### config.mk
export PLATFORM = sky130hd
export DESIGN_NAME = control_fsm
export DESIGN_NICKNAME = d
export VERILOG_FILES = /design/src/rtl/control_fsm.sv
export SDC_FILE = /design/constraint.sdc
export NUM_CORES = 1
export LEC_CHECK = 0
export ABC_AREA = 1
export BUFFER_PORTS_ARGS = -buffer_cell sky130_fd_sc_hd__buf_2
export CAP_MARGIN = 20
export CORE_MARGIN = 2
export CORE_UTILIZATION = 53
export CTS_CLUSTER_SIZE = 16
export DETAILED_ROUTE_END_ITERATION = 8
export MAX_ROUTING_LAYER = met4
export PLACE_DENSITY = 0.8
export SYNTH_ARGS = -nofsm -noshare
export SYNTH_HDL_FRONTEND = slang
export SYNTH_SLANG_ARGS = --single-unit
### constraint.sdc
create_clock -name clk -period 1.8 [get_ports clk]
set_input_delay 0.09 -clock clk [delete_from_list [all_inputs] [get_ports clk]]
set_output_delay 0.09 -clock clk [all_outputs]
set_load 0.02 [all_outputs]
### src/rtl/control_fsm.sv
// Multi-cycle control unit for the 16-bit datapath: fetches into IR, sequences
// FETCH/DECODE/EXEC/MEM/WB, decodes datapath strobes, counts retires, traps faults.
module control_fsm #(
    parameter int FETCH_WAIT_MAX = 255,
    parameter int COUNT_W        = 16
) (
    input  logic               clk,
    input  logic               proc_rst,
    input  logic [15:0]        instr_in,
    input  logic               instr_valid,
    input  logic               Carry,
    input  logic               Zero,
    input  logic               alu_zero,
    output logic               fetch_req,
    output logic [15:0]        instruction,
    output logic               ir_write,
    output logic               reg_write,
    output logic               mem_read,
    output logic               mem_write,
    output logic               alu_src,
    output logic               pc_write,
    output logic               pc_src,
    output logic [2:0]         alu_op,
    output logic [2:0]         state,
    output logic               illegal,
    output logic               timeout,
    output logic [COUNT_W-1:0] instr_count
);

    localparam int WAIT_W = (FETCH_WAIT_MAX > 1) ? $clog2(FETCH_WAIT_MAX + 1) : 1;

    localparam logic [3:0] OP_ADD  = 4'b0000;
    localparam logic [3:0] OP_ADI  = 4'b0001;
    localparam logic [3:0] OP_NAND = 4'b0010;
    localparam logic [3:0] OP_LW   = 4'b1010;
    localparam logic [3:0] OP_SW   = 4'b1011;
    localparam logic [3:0] OP_BEQ  = 4'b1100;
    localparam logic [3:0] OP_HLT  = 4'b1111;

    localparam logic [2:0] ALU_ADD  = 3'b000;
    localparam logic [2:0] ALU_SUB  = 3'b001;
    localparam logic [2:0] ALU_NAND = 3'b010;

    typedef enum logic [2:0] {
        S_FETCH  = 3'b000,
        S_DECODE = 3'b001,
        S_EXEC   = 3'b010,
        S_MEM    = 3'b011,
        S_WB     = 3'b100,
        S_HALT   = 3'b111
    } state_t;

    state_t            st;
    logic [WAIT_W-1:0] wait_cnt;

    logic [3:0] op;
    logic [1:0] cz;
    logic       is_rtype;
    logic       legal;
    logic       r_cond;

    assign state = st;
    assign op    = instruction[15:12];
    assign cz    = instruction[1:0];

    assign is_rtype = (op == OP_ADD) || (op == OP_NAND);
    assign legal    = (is_rtype && (cz != 2'b11)) || (op == OP_ADI) || (op == OP_LW) ||
                      (op == OP_SW) || (op == OP_BEQ) || (op == OP_HLT);

    // Conditional write for R-type, using the flags as they stand during WB
    always_comb begin
        r_cond = 1'b0;
        case (cz)
            2'b00:   r_cond = 1'b1;
            2'b10:   r_cond = Carry;
            2'b01:   r_cond = Zero;
            default: r_cond = 1'b0;
        endcase
    end

    always_ff @(posedge clk or negedge proc_rst) begin
        if (!proc_rst) begin
            st          <= S_FETCH;
            instruction <= '0;
            instr_count <= '0;
            illegal     <= 1'b0;
            timeout     <= 1'b0;
            wait_cnt    <= '0;
        end else begin
            case (st)
                S_FETCH: begin
                    if (instr_valid) begin
                        instruction <= instr_in;
                        wait_cnt    <= '0;
                        st          <= S_DECODE;
                    end else if (FETCH_WAIT_MAX != 0) begin
                        // Trap on the cycle that would bring the count up to the limit
                        if (wait_cnt == WAIT_W'(FETCH_WAIT_MAX - 1)) begin
                            timeout  <= 1'b1;
                            wait_cnt <= '0;
                            st       <= S_HALT;
                        end else begin
                            wait_cnt <= wait_cnt + WAIT_W'(1);
                        end
                    end
                end
                S_DECODE: begin
                    if (!legal) begin
                        illegal <= 1'b1;
                        st      <= S_HALT;
                    end else if (op == OP_HLT) begin
                        st <= S_HALT;
                    end else begin
                        st <= S_EXEC;
                    end
                end
                S_EXEC: begin
                    case (op)
                        OP_LW, OP_SW: st <= S_MEM;
                        OP_BEQ: begin
                            instr_count <= instr_count + COUNT_W'(1);
                            st          <= S_FETCH;
                        end
                        default: st <= S_WB;
                    endcase
                end
                S_MEM: begin
                    if (op == OP_LW) begin
                        st <= S_WB;
                    end else begin
                        instr_count <= instr_count + COUNT_W'(1);
                        st          <= S_FETCH;
                    end
                end
                S_WB: begin
                    instr_count <= instr_count + COUNT_W'(1);
                    st          <= S_FETCH;
                end
                S_HALT: st <= S_HALT;
                default: st <= S_HALT;
            endcase
        end
    end

    // Strobes decode from registered state/IR; everything is forced low while in reset
    always_comb begin
        fetch_req = 1'b0;
        ir_write  = 1'b0;
        reg_write = 1'b0;
        mem_read  = 1'b0;
        mem_write = 1'b0;
        alu_src   = 1'b0;
        pc_write  = 1'b0;
        pc_src    = 1'b0;
        alu_op    = ALU_ADD;
        if (proc_rst) begin
            case (st)
                S_FETCH: begin
                    fetch_req = 1'b1;
                    ir_write  = instr_valid;
                end
                S_DECODE: begin
                    pc_write = legal && (op != OP_HLT);
                end
                S_EXEC: begin
                    case (op)
                        OP_NAND: alu_op = ALU_NAND;
                        OP_ADI, OP_LW, OP_SW: alu_src = 1'b1;
                        OP_BEQ: begin
                            alu_op   = ALU_SUB;
                            pc_write = alu_zero;
                            pc_src   = 1'b1;
                        end
                        default: ;
                    endcase
                end
                S_MEM: begin
                    alu_src   = 1'b1;
                    mem_read  = (op == OP_LW);
                    mem_write = (op == OP_SW);
                end
                S_WB: begin
                    case (op)
                        OP_ADD:  reg_write = r_cond;
                        OP_NAND: begin
                            reg_write = r_cond;
                            alu_op    = ALU_NAND;
                        end
                        OP_ADI, OP_LW: begin
                            reg_write = 1'b1;
                            alu_src   = 1'b1;
                        end
                        default: ;
                    endcase
                end
                default: ;
            endcase
        end
    end

endmodule

# After elaboration in Yosys (flattened, before gate mapping)
# Cells that the tools add are included.
# word_totals
out_inout_bits	48
register_bits	45
wordCells	86
in_bits	22
# classes
bitwise_logic	2
n_eq_ne	18
mux	38
n_reduce_logical	20
addsub	2
# ops
cell	n
16-bit one-hot mux with 3 select lines	1
16-bit 2-to-1 mux	2
1-bit 2-to-1 mux	18
16-bit by 1-bit adder with 16-bit output (second input constant)	1
4-bit equality test (second input constant)	4
8-bit 2-to-1 mux	2
3-bit 2-to-1 mux	5
3-bit one-hot mux with 5 select lines	1
8-bit by 1-bit adder with 8-bit output (second input constant)	1
8-bit equality test (second input constant)	1
2-bit one-hot mux with 2 select lines	2
3-bit by 2-bit equality test with 1-bit output (second input constant)	2
1-bit logical OR	6
2-bit != test (second input constant)	3
1-bit one-hot mux with 3 select lines	2
3-bit one-hot mux with 2 select lines	1
3-bit AND reduction	2
2-bit OR reduction	3
4-bit by 1-bit equality test with 1-bit output (second input constant)	1
4-bit by 2-bit equality test with 1-bit output (second input constant)	1
4-bit zero test	1
2-bit 2-to-1 mux	2
4-bit != test (second input constant)	1
1-bit one-hot mux with 2 select lines	2
other kinds (12)	15

# Longest topological paths before layout
# Gate-level depths: netlist (run 1).
# logic_depth
ltp_word	11
mapped_depth	9
ltp_nobuf	8

# Worst setup path before layout (run 1)
# OpenSTA, ideal clock, no wires.
# synth_path
path_kind	register to output
from	register instruction[15]
to	output port pc_write
path_slack_ns	0.049
t_required_ns	1.710
stages_incl_launch_ff	7
arrival_ns	1.661
path_buffers	0
path_cell_list	dfrtp_1 nand2_1 inv_1 nand2_2 nor3_1 nand2_1 o21ai_0
# synth_via
elab_chain_len	11
word_cells_on_any_way	19
classes_between	eq/ne: 7; mux: 3; reduce/logical: 9
# synth_lines
element	line	source
from (decl)	15	output logic [15:0] instruction,
from (signal assigned)	93	instruction <= instr_in;
4-bit by 2-bit equality test with 1-bit output / 4-bit zero test (equally long branches)	66	assign is_rtype = (op == OP_ADD) || (op == OP_NAND);
1-bit logical OR	66	
1-bit logical AND	67	assign legal = (is_rtype && (cz != 2'b11)) || (op == OP_ADI) || (op == OP_LW) ||
1-bit logical OR (3 in series)	67	
1-bit logical OR (2 in series)	68	(op == OP_SW) || (op == OP_BEQ) || (op == OP_HLT);
1-bit logical AND	163	pc_write = legal && (op != OP_HLT);
1-bit one-hot mux with 2 select lines *	157	case (st)
1-bit 2-to-1 mux *	156	if (proc_rst) begin
to (decl)	21	output logic pc_write,
# Mark *: on every way between the ends. The rest lies on a longest branch, timed or not.

# Final worst setup path (run 1)
# Ends and elaborated chain as after synthesis.

==> metrics.cfg, run 1 <==
[outcome]
outcome=finished, final reports clean

[critical_path]
critPathArrivalTime_ns=1.63
worstPathCellList=buf_4, nand2_1, inv_1, nand2_2, nor3_1, nand2_1, o21ai_0, buf_2
required_ns=1.71
cp-end-kind=output pin
crit_type=reg -> out
crit_path_frequent_cell=nand2_1
start_kind=flop
cpPeakStageDelay_ns=0.37
cp_top_family=simple AND/OR/NAND/NOR gates
path_max_fanout=5
path_buf_inv=3
slowest_stage=dfrtp_1

[cts]
htreeDepth=2
path_clk_slew_ns=0.09
cts_max_path_buffers=2
cts.sinks=45
root_buffer=clkbuf_8
cts_made_buffers=5
cts_tree=built
clkLatencyLatePin_ns=0.31

[yosys]
synthCells=350
ys_warn_count=0
synth_ff_type=dfrtp_1
syn_nets=375
synth.avg_cell_area_um2=7.464
yosysSeqAreaShare=0.4310
ys_ff_latch=45
synth_commonest_cells=nand2_1, dfrtp_1, nor2_1, nand3_1, inv_1
yosysMostFrequentCell=nand2_1
synth-edff-count=0
yosysTopAreaCellShare=0.4310
synthTopCellsByArea=dfrtp_1, nand2_1, nand3_1
yosys.area.top_type=dfrtp_1
synth_cell_types=28
synthArstFlopShare=1.000
syn_area_mm2=0.002613

[global_routing]
grt_usage=0.2512
grt_overflow=0
grt_max_degree=21
antenna_found_initial=0
grt_pass1_vias=2371
grt_pass1_wl_um=10420

[route]
wl_um=6228
drc=0
vias=2555
via_per_inst=5.172
ant_nets=0
avgRoutedWirePerCell_um=12.61
drtPass1Iterations=4
first_iter_violations=139

[timing]
final_max_slew_viol_count=0
max_freq_ghz=0.5817
setup_viol=0
fin_hold_ws_ns=0.003159
period_share=0.9550
hold_viol_final=0
rsz0062_at_grt=yes
finalWorstSetupSlack_ns=0.08101
finalClockSkew_ns=0.006233
fin_crit_ns=1.719

[pwr]
p_comb_frac=0.033
seqPwrFrac=0.545
leakagePower_nw=1.712
p_sw_frac=0.2179
intPower_w=0.001448
clkPwrFrac=0.422
ir_drop_mv=0.3835
power_w=0.001851
p_per_area_mw_per_mm2=579.1
p_switching_w=0.0004034

[cells_and_area]
layout-drive-gt1-share=0.2857
n_fill_cell=394
final_nets=451
num_antenna_cells=0
area_growth_syn_to_layout_pct=22.37

[floorplanning]
core_mm2=0.004723
initial_core_util=0.5531
fp.dieArea_mm2=0.005507
ios=70
die-height_um=74.21
fp.dieW_um=74.21
fp-row-count=25

[place]
hpwlAfterDp_um=4614
place.gp.congestion=0.9032
preCtsSetupSlack_ns=0.1125
portBuffers=68

[run]
maxCapViolations=0

[min_path]
hold_class=in -> reg

==> cell usage in the layout, fill, tap and decap left out, drive strengths merged, types with 8 or more instances in the layout <==
cell type | netlist | final
nor2 | 41 | 42
o21ai | 24 | 24
dfrtp | 45 | 45
nand4 | 9 | 9
xor2 | 8 | 8
inv | 34 | 34
a21oi | 8 | 8
buf | 8 | 76
nand3 | 35 | 35
nand2 | 122 | 122
==> worst min-delay path, stage by stage <==
cell	delay (ns)
buf_2	0.07
nand3_1	0.06
nand2_1	0.06
==> final timing paths <==
path	start	slack [ns]	cells past startpoint	endpoint
max reg2reg	instr_count[0]$_DFFE_PN0P_	0.27	7	instr_count[8]$_DFFE_PN0P_
min	instr_in[6]	0.003	3	instruction[6]$_DFFE_PN0P_
min reg2reg	illegal$_DFFE_PN0P_	0.48	1	illegal$_DFFE_PN0P_
max in group asynchronous	proc_rst	1.27	3	instr_count[2]$_DFFE_PN0P_
max	instruction[15]$_DFFE_PN0P_	0.08	8	pc_write
min in group asynchronous	proc_rst	0.29	3	illegal$_DFFE_PN0P_
==> metrics by stage <==
step | cells | utilization | setup TNS [ns] | cell area [µm²]
detailed placement | 482 | 0.6374 | 0 | 3010
floorplan | 350 | - | 0 | 2613
CTS | 491 | 0.6652 | 0 | 3142
finish | 494 | 0.6768 | 0 | 3197
global route | 494 | 0.6768 | -0.08750 | 3197
global placement | 482 | 0.6374 | 0 | 3010
==> final cells by class <==
cell class                 instances  area (µm²)  area share
tap                               67       83.83     0.02622
sequential                        45        1129      0.3530
clock buffer                       5       68.82     0.02153
timing repair buffer              77       425.4      0.1331
inverter                          34       127.6     0.03992
clock inverter                     3       46.29     0.01448
multi-input combinational        263        1316      0.4117
==> layer usage <==
layer / wire length, µm / track usage / vias up
met5: 0 / - / -
met2: 3048 / 0.3948 / 93
li1: - / - / 1266
met1: 2713 / 0.3232 / 1186
met3: 358 / 0.05827 / 10
met4: 108 / 0.08135 / 0
==> sequential cells by signal, summed over array words and instances (netlist names) <==
register,cells
state,3
instr_count,16
illegal,1
instruction,16
wait_cnt,8
timeout,1
==> power by group through the flow <==
stage	combinational [W]	sequential, W	clock (W)
after floorplan	0.00000951	0.00103	0
after global placement	0.0000597	0.00103	0
after detailed placement	0.0000607	0.00103	0
after CTS	0.0000624	0.00101	0.000795
after global routing	0.0000699	0.00101	0.000846
final	0.0000611	0.00101	0.000780
==> logic make-up after synthesis <==
group | after synthesis | share of synthesized area
simple gates | 212 | 0.3563
flops | 45 | 0.4310
buf+inv | 43 | 0.07615
compound gates | 35 | 0.08381
xor+xnor | 11 | 0.03688
fa+ha+maj | 3 | 0.01437
other cells | 1 | 0.001435
==> what timing repair did <==
action,CTS,global route
pin swaps,0,2
setup buffers,0,2
gates resized for setup,2,11
gates cloned,0,1
hold buffers,1,0
setup endpoints to repair,3,17
hold endpoints to repair,45,0
(Power assumes the default switching activity.)
==> inputs of run 2 (changes only) <==
- RECOVER_POWER: unset -> 100
==> run 2 against run 1 <==
Effect of this change:
- worst hold slack improved by 0.0026 ns
- utilization decreased by 0.61 points
- clock skew about the same
- register-to-register slack about the same
- highest routed layer unchanged
- clock-buffer cell count unchanged
- die area unchanged
==> metrics.cfg, run 2 (same netlist as run 1, synthesis figures left out) <==
[place]
post_dp_cell_area_mm2=0.003010
hpwlAfterDp_um=4614
portBuffers=68
placedCellCount=482
place.gp.congestion=0.9032
preCtsSetupSlack_ns=0.1125

[pwr]
p_per_area_mw_per_mm2=583.9
leakagePower_nw=1.620
ir_drop_mv=0.4149

[route]
ant_nets=0
vias=2549
wl_um=6238
drc=0
via_per_inst=5.160
drtPass1Iterations=4
first_iter_violations=130
avgRoutedWirePerCell_um=12.63

[timing]
max_freq_ghz=0.5822
period_share=0.9542
fin_crit_ns=1.718
hold_viol_final=0
fin_hold_ws_ns=0.005767
finalWorstSetupSlack_ns=0.08236
setup_viol=0
final_max_slew_viol_count=0
rsz0062_at_grt=yes
finalClockSkew_ns=0.006443

[min_path]
hold-path-endpoint=instruction[6]$_DFFE_PN0P_
min_from=instr_in[6]
hold_class=in -> reg
holdPathStages=3

[floorplanning]
fp.dieArea_mm2=0.005507
initial_core_util=0.5531
fp-row-count=25
core_mm2=0.004723
fp.dieW_um=74.21
ios=70
die-height_um=74.21

[critical_path]
critPathArrivalTime_ns=1.63
reg2reg_from=instr_count[0]$_DFFE_PN0P_
reg2reg_depth=7
r2r-end=instr_count[8]$_DFFE_PN0P_
crit_type=reg -> out
path_max_fanout=5
required_ns=1.71
reg2reg_slack_ns=0.27
cp-end-kind=output pin
start_kind=flop

[global_routing]
grt_usage=0.2512
grt_pass1_vias=2371
grt_overflow=0
grt_pass1_wl_um=10420
grt_max_degree=21
antenna_found_initial=0

[outcome]
outcome=finished, final reports clean

[cells_and_area]
final_nets=451
stdcell_area_mm2=0.003168
num_antenna_cells=0
final_cells=494
reg.largest.list=instr_count: 16 flops, instruction: 16 flops, wait_cnt: 8 flops
n_fill_cell=409
final_common_cell=nand2_1
area_growth_syn_to_layout_pct=21.26
layout-drive-gt1-share=0.2319
final_cell_mix=nand2_1, buf_2, dfrtp_1, nand3_1, nor2_1

[cts]
root_buffer=clkbuf_8
htreeDepth=2
clkLatencyLatePin_ns=0.31
cts_made_buffers=5
cts.sinks=45
path_clk_slew_ns=0.09
cts_tree=built
cts_max_path_buffers=2

[run]
maxCapViolations=0

## run 2: cell types whose count changed in the layout (fill, tap and decap cells not counted), sizes merged
cell	previous run	this run
buf	76	53
clkbuf	5	28
## run 2: what timing repair did
item / CTS / global route
cloned: 0 / 1
resized for setup: 2 / 11
hold buffers: 1 / 0
hold endpoints to repair: 45 / 0
pin swaps: 0 / 2
endpoints found under the setup margin: 3 / 17
setup buffers: 0 / 2
## run 2: worst max path at each step
stage	from	end	slack (ns)	cells after the start
4_1_cts	state[0]$_DFFE_PN0P_	ir_write	0.02	6
6_report	instruction[15]$_DFFE_PN0P_	pc_write	0.08	8
3_3_place_gp	state[0]$_DFFE_PN0P_	instr_count[9]$_DFFE_PN0P_	0.18	7
5_1_grt	instruction[13]$_DFFE_PN0P_	pc_write	-0.04	6
2_1_floorplan	instruction[15]$_DFFE_PN0P_	pc_write	0.05	6
3_5_place_dp	state[0]$_DFFE_PN0P_	instr_count[1]$_DFFE_PN0P_	0.11	7
## run 2: power breakdown
group	switching [W]	total (W)	internal, W
logic	0.0000387	0.0000613	0.0000226
registers	0	0.00101	0.00101
clock network	0.000363	0.000779	0.000415
## run 2: cell type report
class	count	area, µm²	area share
multi-input cells	263	1316	0.4155
repair buffers	77	396.6	0.1252
clock buffers	5	68.82	0.02172
inverters	34	127.6	0.04028
flip-flops and latches	45	1129	0.3562
well taps	67	83.83	0.02646
clock inverters	3	46.29	0.01461
## run 2: critical path, cell delays in order (launching register included)
cell and delay [ns]:
dfrtp_1 0.37, buf_4 0.13, nand2_1 0.06, inv_1 0.07, nand2_2 0.10, nor3_1 0.27
nand2_1 0.07, o21ai_0 0.07, buf_2 0.18
## run 2: metal layers
| metal | routed length [µm] | global-route usage |
|---|---|---|
| met4 | 91 | 0.08135 |
| met2 | 3103 | 0.3948 |
| met3 | 350 | 0.05827 |
| met1 | 2693 | 0.3232 |
| met5 | 0 | - |
## run 2: through the flow
| step | total power [W] | util | setup TNS [ns] |
|---|---|---|---|
| floorplan | 0.001040 | - | 0 |
| global placement | 0.001090 | 0.6374 | 0 |
| detailed placement | 0.001091 | 0.6374 | 0 |
| CTS | 0.001867 | 0.6652 | 0 |
| global route | 0.001926 | 0.6707 | -0.08750 |
| finish | 0.001850 | 0.6707 | 0 |
==> inputs of run 3 (changes only) <==
- CELL_PAD_IN_SITES_DETAIL_PLACEMENT: unset -> 0
- CELL_PAD_IN_SITES_GLOBAL_PLACEMENT: unset -> 1
- CORE_UTILIZATION: 53 -> 37
- PLACE_DENSITY: 0.8 -> unset
- PLACE_DENSITY_LB_ADDON: unset -> 0.1
- SLEW_MARGIN: unset -> 5
==> run 3 against run 2 <==
Effect of this change:
- total power rose by 2.7%
- maximum frequency rose by 1.8%
- clock skew fell by 0.00093 ns
- die area rose by 41%
- register-to-register slack got worse by 0.05 ns
- global-route usage fell by 6.9 points
==> metrics.cfg, run 3 (same netlist as run 1, synthesis figures left out) <==
[global_routing]
grt_usage=0.1818
grt_overflow=0
grt_pass1_vias=2230
antenna_found_initial=0
grt_pass1_wl_um=10860
grt_max_degree=38

[floorplanning]
fp.dieArea_mm2=0.007749
initial_core_util=0.3824
fp-row-count=30
core_mm2=0.006832
ios=70
fp.dieW_um=88.03
die-height_um=88.03

[pwr]
p_per_area_mw_per_mm2=589.5
ir_drop_mv=0.2839
leakagePower_nw=1.657
power_w=0.001899

[cts]
htreeDepth=2
cts.sinks=45
path_clk_slew_ns=0.09
cts_tree=built
root_buffer=clkbuf_8
cts_max_path_buffers=2
cts_made_buffers=5
clkLatencyLatePin_ns=0.31

[critical_path]
crit_path_frequent_cell=nand2_1
cp_top_family=flip-flops
worstPathCellList=buf_4, nor2_1, nand2_1, nand2_1, nand2_1, a21oi_1, buf_2
cp-end-kind=output pin
start_kind=flop
cpPeakStageDelay_ns=0.43
critPathArrivalTime_ns=1.60
path_buf_inv=2
slowest_stage=dfrtp_1
crit_type=reg -> out
path_max_fanout=5
required_ns=1.71

[route]
ant_nets=0
first_iter_violations=53
via_per_inst=4.688
wl_um=6541
drc=0
vias=2461
avgRoutedWirePerCell_um=12.46
drtPass1Iterations=4

[timing]
final_max_slew_viol_count=0
rsz0062_at_grt=yes
fin_hold_ws_ns=0.008344
period_share=0.9375
fin_crit_ns=1.688
finalWorstSetupSlack_ns=0.1124
hold_viol_final=0
finalClockSkew_ns=0.005516
setup_viol=0
max_freq_ghz=0.5926

[run]
maxCapViolations=0

[place]
preCtsSetupSlack_ns=0.09756
hpwlAfterDp_um=4836
post_dp_cell_area_mm2=0.003062
place.gp.congestion=0.8265
portBuffers=68

[cells_and_area]
reg.largest.list=instr_count: 16 flops, instruction: 16 flops, wait_cnt: 8 flops
final_cell_mix=nand2_1, buf_2, dfrtp_1, nor2_1, nand3_1
final_nets=453
num_antenna_cells=0
stdcell_area_mm2=0.003222
area_growth_syn_to_layout_pct=23.32
final_common_cell=nand2_1
layout-drive-gt1-share=0.2517
utilization=0.4716

[outcome]
outcome=finished, final reports clean

[min_path]
hold_class=in -> reg

-- run 3: cell type report --
type	instances	area, µm²
Fill cell	744	3610
Multi-Input combinational cell	263	1316
Sequential cell	45	1129
Timing Repair Buffer	79	409.1
Inverter	34	127.6
Tap cell	96	120.1
Clock buffer	6	82.58
Clock inverter	2	37.54
-- run 3: what timing repair did --
action / in CTS / in global routing
hold buffers: 1 / 0
cloned: 0 / 1
setup endpoints to repair: 1 / 18
pin swaps: 0 / 2
endpoints found under the hold margin: 8 / 0
gates resized for setup: 1 / 8
buffers inserted: 0 / 2
-- run 3: through the flow --
step	instances	setup TNS, ns
floorplan	350	0
global placement	513	0
detailed placement	513	0
CTS	522	0
global route	525	-0.03160
finish	525	0
-- run 3: final timing paths --
kind                                        startpoint                          end  slack, ns  cells after the start
min                                       instr_in[10]  instruction[10]$_DFFE_PN0P_      0.008                      3
min reg2reg                instruction[10]$_DFFE_PN0P_  instruction[10]$_DFFE_PN0P_       0.47                      2
max reg2reg                 instr_count[0]$_DFFE_PN0P_   instr_count[8]$_DFFE_PN0P_       0.22                      7
max in group asynchronous                     proc_rst         state[1]$_DFFE_PN0P_       0.80                      4
min in group asynchronous                     proc_rst   instruction[4]$_DFFE_PN0P_       0.26                      3
max                        instruction[13]$_DFFE_PN0P_                    reg_write       0.11                      7
-- run 3: report_power, final --
| group | internal [W] | leakage [nW] | switching, W |
|---|---|---|---|
| clock network | 0.000452 | 0.0574 | 0.000377 |
| registers | 0.00101 | 0.554 | 0 |
| logic | 0.0000210 | 1.05 | 0.0000394 |
| total | 0.00148 | 1.66 | 0.000416 |
-- run 3: worst register-to-register path: cells and delay by family (launching register included) --
kind            cells  cell delay [ns]
compound gates      1             0.04
flops               1             0.44
fa+ha+maj           1             0.27
simple gates        4             0.56
xor+xnor            1             0.16
-- run 3: per-layer routing --
metal / up-vias / track usage / share of wire
met5: - / - / 0
met3: 7 / 0.03299 / 0.044
met1: 1122 / 0.2516 / 0.50
met4: 0 / 0.04132 / 0.0087
li1: 1272 / - / -
met2: 60 / 0.2789 / 0.45
